### src/rtl/interval_timer.sv
// Interval timer: fetches a duration from a time-parameter store and counts it down.
// Optional TIMER_EXTEND_EN adds an extend input that fetches and adds the extended value.
module interval_timer #(
  parameter int VAL_W       = 4,
  parameter int INVALID_VAL = 15
) (
  input  logic             clock,
  input  logic             reset_n,
  input  logic             start,
  input  logic [1:0]       interval_sel,
  input  logic             abort,
  input  logic             tick,
  input  logic             prog_sync,
  input  logic [VAL_W-1:0] value,
`ifdef TIMER_EXTEND_EN
  input  logic             extend,
`endif
  output logic [1:0]       interval,
  output logic             busy,
  output logic             expired,
  output logic             error,
  output logic [VAL_W-1:0] remaining
);

  typedef enum logic [2:0] {
    IDLE,
    REQ,
    WAIT,
    COUNT,
    DONE
  } state_t;

  localparam logic [VAL_W-1:0] ONE = VAL_W'(1);
  localparam logic [VAL_W-1:0] INV = VAL_W'(INVALID_VAL);

  state_t           state_q;
  state_t           state_d;
  logic [VAL_W-1:0] cnt_q;
  logic [VAL_W-1:0] cnt_d;
  logic [VAL_W-1:0] base;
  logic [1:0]       sel_q;
  logic             err_q;
  logic             err_d;
  logic             invalid;
  logic             kill;

  assign kill    = abort && (state_q != IDLE);
  assign invalid = (value == INV) && (sel_q == 2'b11);

`ifdef TIMER_EXTEND_EN
  typedef enum logic [1:0] {
    EXT_OFF,
    EXT_REQ,
    EXT_WAIT
  } ext_t;

  ext_t           ext_q;
  logic           ext_add;
  logic [VAL_W:0] sum_w;

  assign ext_add = (state_q == COUNT) &&
                   (ext_q == EXT_WAIT) &&
                   !prog_sync;
  assign sum_w   = {1'b0, cnt_q} + {1'b0, value};

  // Add lands before any same-cycle tick decrement
  always_comb begin
    base = cnt_q;
    if (ext_add) begin
      base = sum_w[VAL_W] ? '1 : sum_w[VAL_W-1:0];
    end
  end

  always_ff @(posedge clock or negedge reset_n) begin
    if (!reset_n) begin
      ext_q <= EXT_OFF;
    end else if (state_d != COUNT) begin
      ext_q <= EXT_OFF;
    end else begin
      unique case (ext_q)
        EXT_OFF:
          if (extend && state_q == COUNT)
            ext_q <= EXT_REQ;
        EXT_REQ:
          ext_q <= EXT_WAIT;
        EXT_WAIT:
          if (!prog_sync)
            ext_q <= EXT_OFF;
        default:
          ext_q <= EXT_OFF;
      endcase
    end
  end

  assign interval = (ext_q != EXT_OFF) ? 2'b01 : sel_q;
`else
  assign base     = cnt_q;
  assign interval = sel_q;
`endif

  always_ff @(posedge clock or negedge reset_n) begin
    if (!reset_n) begin
      state_q <= IDLE;
    end else begin
      state_q <= state_d;
    end
  end

  always_comb begin
    state_d = state_q;
    if (kill) begin
      state_d = IDLE;
    end else begin
      unique case (state_q)
        IDLE:
          if (start)
            state_d = REQ;
        REQ:
          state_d = WAIT;
        WAIT:
          if (!prog_sync) begin
            if (invalid)
              state_d = IDLE;
            else if (value == '0)
              state_d = DONE;
            else
              state_d = COUNT;
          end
        COUNT:
          if (tick && base == ONE)
            state_d = DONE;
        DONE:
          state_d = IDLE;
        default:
          state_d = IDLE;
      endcase
    end
  end

  always_comb begin
    busy    = (state_q != IDLE);
    expired = (state_q == DONE);
    error   = err_q;
  end

  always_comb begin
    cnt_d = cnt_q;
    unique case (1'b1)
      kill:
        cnt_d = '0;
      !abort && state_q == WAIT:
        if (!prog_sync && !invalid)
          cnt_d = value;
      !abort && state_q == COUNT:
        cnt_d = tick ? base - ONE : base;
      default:
        cnt_d = cnt_q;
    endcase
  end

  assign err_d = !abort &&
                 (state_q == WAIT) &&
                 !prog_sync &&
                 invalid;

  always_ff @(posedge clock or negedge reset_n) begin
    if (!reset_n) begin
      cnt_q <= '0;
      sel_q <= 2'b00;
      err_q <= 1'b0;
    end else begin
      cnt_q <= cnt_d;
      err_q <= err_d;
      if (state_q == IDLE && start)
        sel_q <= interval_sel;
    end
  end

  assign remaining = cnt_q;

endmodule
### config.mk
export PLATFORM = sky130hd
export DESIGN_NAME = interval_timer
export DESIGN_NICKNAME = d
export VERILOG_FILES = /design/src/rtl/interval_timer.sv
export SDC_FILE = /design/constraint.sdc
export NUM_CORES = 1
export LEC_CHECK = 0
export ABC_AREA = 1
export BUFFER_PORTS_ARGS = -buffer_cell sky130_fd_sc_hd__buf_2
export CAP_MARGIN = 10
export CORE_UTILIZATION = 50
export DETAILED_ROUTE_END_ITERATION = 10
export HOLD_SLACK_MARGIN = 0.02
export PLACE_DENSITY_LB_ADDON = 0.3
export RECOVER_POWER = 50
export SETUP_SLACK_MARGIN = 0.1
export SLEW_MARGIN = 30
export SYNTH_ARGS = -nofsm -noshare
export SYNTH_HDL_FRONTEND = slang
export SYNTH_SLANG_ARGS = --single-unit
### constraint.sdc
create_clock -name clock -period 2.1 [get_ports clock]
set_clock_uncertainty 0.15 [all_clocks]
set_input_delay 0.105 -clock clock [delete_from_list [all_inputs] [get_ports clock]]
set_output_delay 0.105 -clock clock [all_outputs]
set_load 0.05 [all_outputs]
**Word-level counts from Yosys, hierarchy flattened**

Index checks and enable logic that the tools add are counted.

- Flip-flop bits (word level): 10
- Word-level logic and storage cells: 45

- Add/sub/neg operators: 1
- Eq/ne operators: 12
- Muxes and demuxes: 10
- Reductions and logical operators: 18

Operators by type and width:

| operator | number |
|---|---|
| two-way mux 3 bit | 6 |
| one-hot mux 3 bit (4 select lines) | 1 |
| one-hot mux 4 bit (3 select lines) | 1 |
| logical AND 1 bit | 9 |
| inequality test 3 bit, second input constant | 3 |
| two-way mux 4 bit | 2 |
| equality test 3 x 2 -> 1 bit, second input constant | 2 |
| AND reduction 3 bit | 2 |
| nonzero test 3 bit | 2 |
| equality test 4 x 1 -> 1 bit, second input constant | 1 |
| equality test 4 bit, second input constant | 1 |
| zero test 4 bit | 1 |
| subtractor 4 x 1 -> 4 bit, second input constant | 1 |
| equality test 3 x 1 -> 1 bit, second input constant | 1 |
| equality test 3 bit, second input constant | 1 |
| zero test 1 bit | 3 |
| zero test 3 bit | 1 |
| equality test 2 bit, second input constant | 1 |
| inequality test 2 x 1 -> 1 bit, second input constant | 1 |
| inequality test 2 bit, second input constant | 1 |

**Depth between registers and ports, before layout**

- Depth in word-level cells: 6
- Gate-level depth with buffers: 8

**Worst setup path after synthesis**

OpenSTA, ideal clock, no wires.

- Path kind: flip-flop to flip-flop
- Start: register cnt_q[0] (netlist: remaining[0])
- End: register cnt_q[2] (netlist: remaining[2])
- Data arrival time: 1,423 ps
- Setup slack: 407 ps
- Cell stages (with the launch flop): 8
- Buffers on the path: 0
- Clock period less this slack: 1,693 ps
- Cell sequence: dfrtp_1 > inv_1 > ha_1 > xor2_1 > nand2_1 > o21ai_0 > nand3_1 > nand2_1

- Cells in the longest elaborated chain, start to end: 3

Ends and longest elaborated chain:

| item | RTL line | source |
|---|---|---|
| start: declaration | 38 | `logic [VAL_W-1:0] cnt_q;` |
| start signal: assignment | 172 | `cnt_q <= cnt_d;` |
| subtractor 4 x 1 -> 4 bit | 155 | `cnt_d = tick ? base - ONE : base;` |
| two-way mux 4 bit | 155 |  |
| one-hot mux 4 bit (3 select lines) | 148 | `unique case (1'b1)` |

Every way passes these cells. The select of a mux whose other input is x is not followed.
A chain may end at the register's enable or synchronous reset.

**Worst setup path after layout**

- Start: register state_q[1]
- End: register sel_q[1] (netlist: interval[1])

- Cells in the longest elaborated chain, start to end: 2

Ends and longest elaborated chain:

| item | RTL line | source |
|---|---|---|
| start: declaration | 36 | `state_t state_q;` |
| start signal: assignment | 105 | `state_q <= state_d;` |
| zero test 3 bit | 174 | `if (state_q == IDLE && start)` |
| logical AND 1 bit | 174 |  |
| end signal: assignment | 175 | `sel_q <= interval_sel;` |
| end: declaration | 41 | `logic [1:0] sel_q;` |

Every way passes these cells.

==> out/qor.yml <==
syn-num-nets: 127
reg2reg_depth: 6
drt_iter0_drc: 18
finalHoldViolCount: 0
n_fill_cell: 130
cp_max_fo: 4
cts_resized: 0
drc: 0
io_pins: 21
initial_utilization: 0.559
hold_buffers: 7
holdWs_ns: 0.0855
antenna_found_initial: 0
path_class: "flop to flop"
synth-seq-cells: 10
leakage_nw: 0.534
status: "completed"
clkTransAtPathRegs_ns: 0.06
grt_max_degree: 11
dp_slack_ns: 0.636
overflow: 0
netlist_instances: 113
r2r_slack_ns: 0.29
fin_cells: 158
clk_latency_ns: 0.25
worst_slack_ns: 0.288
syn_to_final_growth_pct: 26.9
max_clock_freq_mhz: 552
syn_area_per_cell_sq_um: 6.75
grt_use_total: 0.237
root_buffer: "clkbuf_4"
fin_crit_ns: 1.81
cts_buffer_depth: 2
yosysWarnings: 0
cts_inserted_buffers: 3
vias: 794
io_buffers: 20
hold_class: "primary input to flop"
design.core.area_sq_um: 1370
min_period_over_period: 0.863
die_area_sq_um: 1690
hold_end: "remaining[3]"
regArea_sq_um: 250
worstReg2RegStart: "state_q[1]"
critPathLaunchType: "flop"
max-vdd-ir-drop_mv: 0.747
diodes: 0
die_h_um: 41.1
cts.sink_count: 10
dpl.hpwl_mm: 1.38
rsz0062_at_grt: "false"
placed_cells: 148
required_ns: 2.15
crit_path_end_kind: "flop"
critPathArrivalTime_ns: 1.86
postCtsSetupRepairBufs: 0
grt_pass1_vias: 666
drt-vias-per-instance: 5.03
wire_per_inst_um: 11.1
power.total_mw: 1.29
multiInputGateArea_sq_um: 442
die_w_um: 41.1
placementRows: 13
cts_tree: "built"
grt_first_pass_wirelength_mm: 2.55
ys_types: 18
rr_endpoint: "interval[1]"
antenna_left: 0
drive_gt1_frac: 0.280
finalSetupTns_ns: 0
hp-start: "value[3]"
power.density_nw_per_um2: 1330
place.gp.congestion: 0.795
tightest_slew_ns: 0.591
setup_violations: 0
ys_seq_area_frac: 0.328
drv_slew: 0
synthesis.area_sq_um: 763
cap_violations: 0
wirelength_mm: 1.76
firstDrtPassIters: 4
relSlewSlack: 0.608
hold_depth: 5
fin_nets: 159
htreeDepth: 1
-- per-layer routing --
| layer | track usage | vias to the layer above | routed length, um | share of wire |
|---|---|---|---|---|
| met5 | 0 | - | 0 | 0 |
| li1 | - | 412 | - | - |
| met4 | 0.100 | 0 | 27 | 0.015 |
| met2 | 0.395 | 24 | 838 | 0.48 |
| met1 | 0.305 | 354 | 819 | 0.47 |
| met3 | 0.0326 | 4 | 75 | 0.043 |
-- kinds of logic after synthesis --
| family | count (synthesis) | share of synthesized area |
|---|---|---|
| xor gates and xnor gates | 1 | 0.0115 |
| buffers and inverters | 19 | 0.0934 |
| and+or+nand+nor | 76 | 0.497 |
| adders and majority gates | 2 | 0.0328 |
| DFF | 10 | 0.328 |
| AOI/OAI and AO/OA | 5 | 0.0377 |
-- metrics by stage --
stage          cell area [sq um]  utilization
6_report                     968        0.709
5_1_grt                      968        0.709
4_1_cts                      975        0.713
3_5_place_dp                 882        0.646
3_3_place_gp                 882        0.646
2_1_floorplan                763            -
-- worst max-delay path, cell delays in order, from the launching register on --
cell	delay [ns]
dfrtp_1	0.41
inv_2	0.11
nand2_1	0.10
nor2_1	0.25
nand3_1	0.10
dlygate4sd3_1	0.57
nand2_1	0.06
-- cell usage after synthesis, drive strengths merged --
cell type / n / share of area
ha: 2 / 0.033
o21ai: 4 / 0.031
nand4: 1 / 0.0082
a21oi: 1 / 0.0066
nand3: 18 / 0.15
nor2: 11 / 0.084
nand2: 44 / 0.23
dfrtp: 10 / 0.33
nor3: 2 / 0.028
inv: 19 / 0.093
xor2: 1 / 0.011
-- power by group --
| part | internal (mW) | total [mW] | switching, mW |
|---|---|---|---|
| clock | 0.0657 | 0.122 | 0.0563 |
| combinational | 0.235 | 0.825 | 0.590 |
| sequential | 0.264 | 0.339 | 0.0750 |
| total | 0.564 | 1.29 | 0.721 |
-- area by class of cell --
cell class	count	area share
multi-input cells	84	0.456
flip-flops and latches	10	0.258
repair buffers	27	0.169
inverters	19	0.0736
clock buffers	3	0.0233
well taps	15	0.0194
-- flip-flops by register name (all words and copies together) (netlist names) --
name	cells
error	1
interval	2
remaining	4
state_q	3
-- worst max-delay path by stage --
stage,end,startpoint,cells after the start
2_1_floorplan,remaining[2],remaining[0],7
6_report,interval[1],state_q[1],6
3_3_place_gp,state_q[0],state_q[1],8
5_1_grt,interval[1],state_q[1],6
3_5_place_dp,state_q[1],state_q[1],8
4_1_cts,interval[0],state_q[1],6
-- layout by cell type (no fill, tap or decap) --
cell type	instances
nand2_1	41
buf_2	15
nand3_1	13
inv_1	12
dfrtp_1	10
inv_2	7
dlygate4sd3_1	7
nor2_1	6
nand3_2	5
clkbuf_1	5
nand2_2	3
nor2_2	3
o21ai_0	3
clkbuf_4	3
nor2_4	2
ha_1	2
nor3_1	1
o21ai_2	1
nor3_4	1
xor2_1	1
a21oi_1	1
nand4_1	1
No activity file was read; power rests on OpenSTA's default activity.
